File: src/rtl/uart_pkg.sv
// Shared definitions for the UART transmit queue: sequencer states and frame constants.
package uart_pkg;

  localparam int UART_FRAME_BITS = 10;

  typedef enum logic [1:0] {
    HOLDOFF = 2'd0,
    IDLE    = 2'd1,
    SEND    = 2'd2,
    RELEASE = 2'd3
  } tx_state_e;

endpackage

File: src/rtl/byte_fifo.sv
// First-word-fall-through byte FIFO with wrap-bit pointers and a registered
// overflow pulse for writes rejected while full.
module byte_fifo #(
  parameter  int DEPTH = 16,
  localparam int AW    = $clog2(DEPTH)
) (
  input  logic          clock,
  input  logic          resetN,
  input  logic          push,
  input  logic          pop,
  input  logic [7:0]    din,
  output logic [7:0]    dout,
  output logic          full,
  output logic          empty,
  output logic [AW:0]   level,
  output logic          overflow
);

  localparam logic [AW:0] DEPTH_L = (AW+1)'(DEPTH);
  localparam logic [AW:0] ONE_L   = (AW+1)'(1);

  logic [7:0]  mem_q [DEPTH];
  logic [AW:0] wr_ptr_q;
  logic [AW:0] rd_ptr_q;
  logic        overflow_q;
  logic        do_push_s;
  logic        do_pop_s;

  assign level    = wr_ptr_q - rd_ptr_q;
  assign full     = (level == DEPTH_L);
  assign empty    = (level == {(AW+1){1'b0}});
  assign dout     = mem_q[rd_ptr_q[AW-1:0]];
  assign overflow = overflow_q;

  // A full queue rejects the write even if a pop frees a slot on the same edge.
  assign do_push_s = push && !full;
  assign do_pop_s  = pop && !empty;

  // Storage array: written only on accepted pushes.
  always_ff @(posedge clock) begin
    if (do_push_s) begin
      mem_q[wr_ptr_q[AW-1:0]] <= din;
    end
  end

  // Pointer and overflow registers.
  always_ff @(posedge clock or negedge resetN) begin
    if (!resetN) begin
      wr_ptr_q   <= {(AW+1){1'b0}};
      rd_ptr_q   <= {(AW+1){1'b0}};
      overflow_q <= 1'b0;
    end else begin
      if (do_push_s) begin
        wr_ptr_q <= wr_ptr_q + ONE_L;
      end
      if (do_pop_s) begin
        rd_ptr_q <= rd_ptr_q + ONE_L;
      end
      overflow_q <= push && full;
    end
  end

endmodule

File: src/rtl/uart_tx_queue.sv
// Byte queue feeding a UART transmitter through its send/complete handshake,
// with a post-reset quiet period covering a frame that may still be in flight.
module uart_tx_queue
  import uart_pkg::*;
#(
  parameter  int DEPTH        = 16,
  parameter  int CLKS_PER_BIT = 139,
  parameter  int HOLDOFF_CLKS = CLKS_PER_BIT * (UART_FRAME_BITS + 1),
  localparam int LW           = $clog2(DEPTH) + 1
) (
  input  logic          clock,
  input  logic          resetN,
  input  logic [7:0]    wrData,
  input  logic          wrEn,
  output logic          full,
  output logic          empty,
  output logic [LW-1:0] level,
  output logic          overflow,
  output logic [7:0]    txData,
  output logic          txSend,
  input  logic          txComplete,
  output logic          busy
);

  localparam int          HW        = (HOLDOFF_CLKS > 1) ? $clog2(HOLDOFF_CLKS) : 1;
  localparam logic [HW-1:0] HOLD_LAST = HW'(HOLDOFF_CLKS - 1);
  localparam logic [HW-1:0] HOLD_ONE  = HW'(1);

  tx_state_e     state_q;
  logic [HW-1:0] holdoff_cnt_q;
  logic [7:0]    tx_data_q;
  logic          tx_send_q;
  logic [7:0]    head_s;
  logic          empty_s;
  logic          pop_s;

  byte_fifo #(
    .DEPTH (DEPTH)
  ) u_fifo (
    .clock    (clock),
    .resetN   (resetN),
    .push     (wrEn),
    .pop      (pop_s),
    .din      (wrData),
    .dout     (head_s),
    .full     (full),
    .empty    (empty_s),
    .level    (level),
    .overflow (overflow)
  );

  assign pop_s  = (state_q == IDLE) && !empty_s;
  assign empty  = empty_s;
  assign busy   = (state_q != IDLE) || !empty_s;
  assign txData = tx_data_q;
  assign txSend = tx_send_q;

  // Sequencer: holdoff timer, head load, and the send/complete/release handshake.
  always_ff @(posedge clock or negedge resetN) begin
    if (!resetN) begin
      state_q       <= HOLDOFF;
      holdoff_cnt_q <= {HW{1'b0}};
      tx_data_q     <= 8'h00;
      tx_send_q     <= 1'b0;
    end else begin
      case (state_q)
        HOLDOFF: begin
          tx_send_q <= 1'b0;
          if (holdoff_cnt_q == HOLD_LAST) begin
            holdoff_cnt_q <= {HW{1'b0}};
            state_q       <= IDLE;
          end else begin
            holdoff_cnt_q <= holdoff_cnt_q + HOLD_ONE;
          end
        end
        IDLE: begin
          if (!empty_s) begin
            tx_data_q <= head_s;
            tx_send_q <= 1'b1;
            state_q   <= SEND;
          end
        end
        SEND: begin
          if (txComplete) begin
            tx_send_q <= 1'b0;
            state_q   <= RELEASE;
          end
        end
        // Wait for complete to drop so a long pulse is not read as a second completion.
        RELEASE: begin
          tx_send_q <= 1'b0;
          if (!txComplete) begin
            state_q <= IDLE;
          end
        end
        default: begin
          state_q       <= HOLDOFF;
          holdoff_cnt_q <= {HW{1'b0}};
          tx_send_q     <= 1'b0;
        end
      endcase
    end
  end

endmodule

File: config.mk
export PLATFORM = sky130hd
export DESIGN_NAME = uart_tx_queue
export DESIGN_NICKNAME = d
export VERILOG_FILES = /design/src/rtl/uart_pkg.sv /design/src/rtl/byte_fifo.sv /design/src/rtl/uart_tx_queue.sv
export SDC_FILE = /design/constraint.sdc
export NUM_CORES = 1
export LEC_CHECK = 0
export BUFFER_PORTS_ARGS = -buffer_cell sky130_fd_sc_hd__buf_4
export CAP_MARGIN = 20
export CORE_MARGIN = 2
export CORE_UTILIZATION = 55
export CTS_CLUSTER_SIZE = 8
export DETAILED_ROUTE_END_ITERATION = 8
export PLACE_DENSITY = 0.79
export SKIP_LAST_GASP = 1
export SYNTH_ARGS = -nofsm -noshare
export SYNTH_HDL_FRONTEND = slang
export SYNTH_SLANG_ARGS = --single-unit
File: constraint.sdc
create_clock -name clock -period 3.5 [get_ports clock]
set_input_delay 0 -clock clock [delete_from_list [all_inputs] [get_ports clock]]
set_output_delay 0 -clock clock [all_outputs]
set_load 0.02 [all_outputs]
==> flow_metrics.py <==
metrics = {
    "logic_synthesis": {
        "synth_cell_type_count": 44,
        "synth-edff-count": 128,
        "yosys_warnings": 0,
        "syn_area_um2": 6710,
        "synthFlopType": "edfxtp_1",
        "ys_ff_latch": 161,
        "syn_avg_cell_area_um2": 17.8,
        "synth_cells": 378,
        "ys_async_sr_fraction": 0.205,
        "ys_seq_area_frac": 0.696,
        "syn_nets": 407,
    },
    "global_route": {
        "grt_start_max_net_pins": 36,
        "grt_antenna_before_repair": 0,
        "gr-total-overflow": 0,
        "grtUsageTotal": 0.222,
        "grt_pass1_wl_um": 20800,
        "first_global_vias": 3628,
    },
    "timing": {
        "worst_slew_pin_slew_ps": 669,
        "hold_violations": 0,
        "rsz0062_at_grt": "false",
        "setup_violations": 0,
        "min_period_over_period": 0.865,
        "fmax_mhz": 330,
        "relSlewSlack": 0.554,
        "skew_ps": 10.3,
        "post-route-min-period_ps": 3030,
        "slew_violations": 0,
        "fin_tns_setup_ps": 0,
    },
    "critical_path": {
        "required_ps": 3800,
        "cp_max_fo": 10,
        "slowest_stage": "nand2b_1",
        "worstPathCellList": "inv_1, ha_1, inv_1, fa_1, nor3b_1, nand4b_2, a2bb2oi_4, nand2b_1, mux2_1",
        "startpoint": "u_fifo.wr_ptr_q[0]",
        "r2r_start": "u_fifo.wr_ptr_q[0]",
        "cp-end-kind": "register",
        "slowest_delay_ps": 470,
        "cpMostUsedCell": "inv_1",
        "crit_path_start_kind": "register",
        "reg2regPathDepth": 9,
        "worstSetupPathType": "reg -> reg",
        "crit_arrival_ps": 3320,
    },
    "drt": {
        "highest_layer": "met4",
        "drt_iter0_markers": 310,
        "finalWirelength_um": 13200,
        "drc_errors": 0,
        "ant_nets": 0,
        "via_per_inst": 5.97,
        "first_pass_iters": 5,
        "met2WireLength_um": 6560,
        "vias": 3514,
        "route.met3.wl_um": 652,
        "wl_per_cell_um": 22.4,
        "wl_met1_um": 5740,
    },
    "power_and_ir_drop": {
        "cellPowerDensity_nw_per_um2": 880,
        "peakVddDrop_mv": 0.536,
        "static-leakage-power_nw": 2.81,
    },
    "floorplan": {
        "core_um2": 12000,
        "fp.dieH_um": 114,
        "die-area_um2": 13100,
        "die_x_um": 114,
        "initial_core_util": 0.561,
        "io_pins": 30,
        "num_rows": 40,
    },
    "clock_network": {
        "clkSinkCount": 161,
        "cts_tree": "built",
        "root_buffer": "clkbuf_16",
        "cts_buffers": 17,
        "clk_pin_slew_ps": 60,
        "cts_max_level": 4,
        "cts_buffer_depth": 2,
        "clk_latency_ps": 430,
        "cts_resized": 0,
    },
    "status": {
        "status": "finished clean",
    },
    "placement": {
        "port_buffers": 29,
        "post-dp-hpwl_um": 8620,
        "gp_congestion": 0.783,
    },
    "layout": {
        "fin_nets": 459,
        "syn_to_final_growth_pct": 14.7,
        "n_antenna_cell": 0,
        "utilization": 0.644,
        "drive_gt1_frac": 0.242,
    },
    "flow_run": {
        "drv_cap": 0,
    },
    "min_path": {
        "hold_class": "in -> async",
    },
}
## cells in the final DEF (no fill, tap or decap), types with 4 or more instances in the layout
| cell | count |
|---|---|
| o22ai_1 | 17 |
| dfrtp_1 | 32 |
| mux4_2 | 32 |
| buf_4 | 33 |
| nand3_1 | 5 |
| clkinv_1 | 4 |
| xor2_1 | 9 |
| dlygate4sd3_1 | 11 |
| inv_1 | 12 |
| nand2_1 | 15 |
| clkbuf_16 | 17 |
| and3_2 | 6 |
| edfxtp_1 | 128 |
| nor2_1 | 21 |
| xnor2_1 | 8 |
| mux2_1 | 10 |
| and3_1 | 13 |
| ha_1 | 16 |
| inv_6 | 5 |
| o21ai_0 | 5 |
## synthesized netlist by cell type (all sizes together) (3+ instances only)
cell type | count | area share
nor2b | 4 | 0.0048
xnor2 | 8 | 0.010
nand4 | 3 | 0.0028
nand2 | 15 | 0.0084
nor3 | 3 | 0.0022
mux4 | 32 | 0.11
buf | 7 | 0.0082
nor2 | 21 | 0.012
dfrtp | 33 | 0.12
nand3 | 5 | 0.0037
o22ai | 17 | 0.016
edfxtp | 128 | 0.57
mux2 | 11 | 0.019
inv | 12 | 0.0067
o21ai | 5 | 0.0037
and3 | 19 | 0.019
xor2 | 9 | 0.012
and2 | 3 | 0.0030
ha | 16 | 0.030
clkbuf | 4 | 0.0022
a21oi | 4 | 0.0035
## report_power, final
| part | total, mW | switching, mW | internal (mW) |
|---|---|---|---|
| registers | 2.58 | 0.188 | 2.40 |
| logic | 2.56 | 1.44 | 1.12 |
| clock network | 1.63 | 0.733 | 0.900 |
| total | 6.78 | 2.36 | 4.42 |
## layout make-up
cell class / count / area, µm²
clock buffer: 18 / 429
clock inverter: 13 / 85.1
fill: 815 / 4260
inverter: 12 / 45.0
multi-input combinational: 194 / 1930
sequential: 161 / 4670
tap: 147 / 184
timing repair buffer: 44 / 358
## registers in the layout, summed over array words and instances, names as in the netlist
signal	flops
state_q	2
u_fifo.wr_ptr_q	5
u_fifo.overflow	1
u_fifo.mem_q	128
txSend	1
holdoff_cnt_q	11
u_fifo.rd_ptr_q	5
txData	8
## worst paths after layout
kind | endpoint | slack [ps]
worst max-delay path | txData[1] | 470
worst min-delay path | holdoff_cnt_q[3] | 60
worst min register to register | txData[0] | 500
min in group clock | u_fifo.overflow | 370
max in group asynchronous | u_fifo.rd_ptr_q[0] | 3120
worst max register to register | txData[1] | 470
## cells by family after synthesis
kind of cell	after synthesis	synth area share
DFF	161	0.696
and+or+nand+nor	82	0.0673
muxes	44	0.128
AOI/OAI and AO/OA	34	0.0371
buffers and inverters	23	0.0171
xor gates and xnor gates	17	0.0222
adders and majority gates	17	0.0328
## metal layers
| metal | global-route usage | up-vias |
|---|---|---|
| met1 | 0.319 | 1812 |
| met2 | 0.337 | 99 |
| met3 | 0.0556 | 18 |
| li1 | - | 1585 |
| met4 | 0.0789 | 0 |
| met5 | 0 | - |
## stage by stage
step / worst slack [ps] / hold slack (ps) / std cells / power [mW] / area [µm²]
after detailed placement: 518 / -26.4 / 547 / 5.18 / 7080
after global placement: 612 / -32.9 / 547 / 5.10 / 7080
final: 472 / 58.2 / 589 / 6.78 / 7700
after CTS: 477 / 60.5 / 589 / 6.84 / 7700
after floorplan: 192 / -296 / 378 / 4.41 / 6710
after global routing: 234 / 98.8 / 589 / 7.15 / 7700
## critical path, delay by kind of cell, from the launching register on
kind	cells	cell delay [ps]
buf+inv	2	200
mux	1	380
flops	1	410
simple gates	3	970
compound gates	1	270
fa+ha+maj	2	650
## timing repair
item / CTS / global route
setup buffers: 0 / 0
endpoints found under the hold margin: 165 / 0
endpoints found under the setup margin: 0 / 0
hold buffers: 11 / 0
Power figures use the tool's default switching activity.
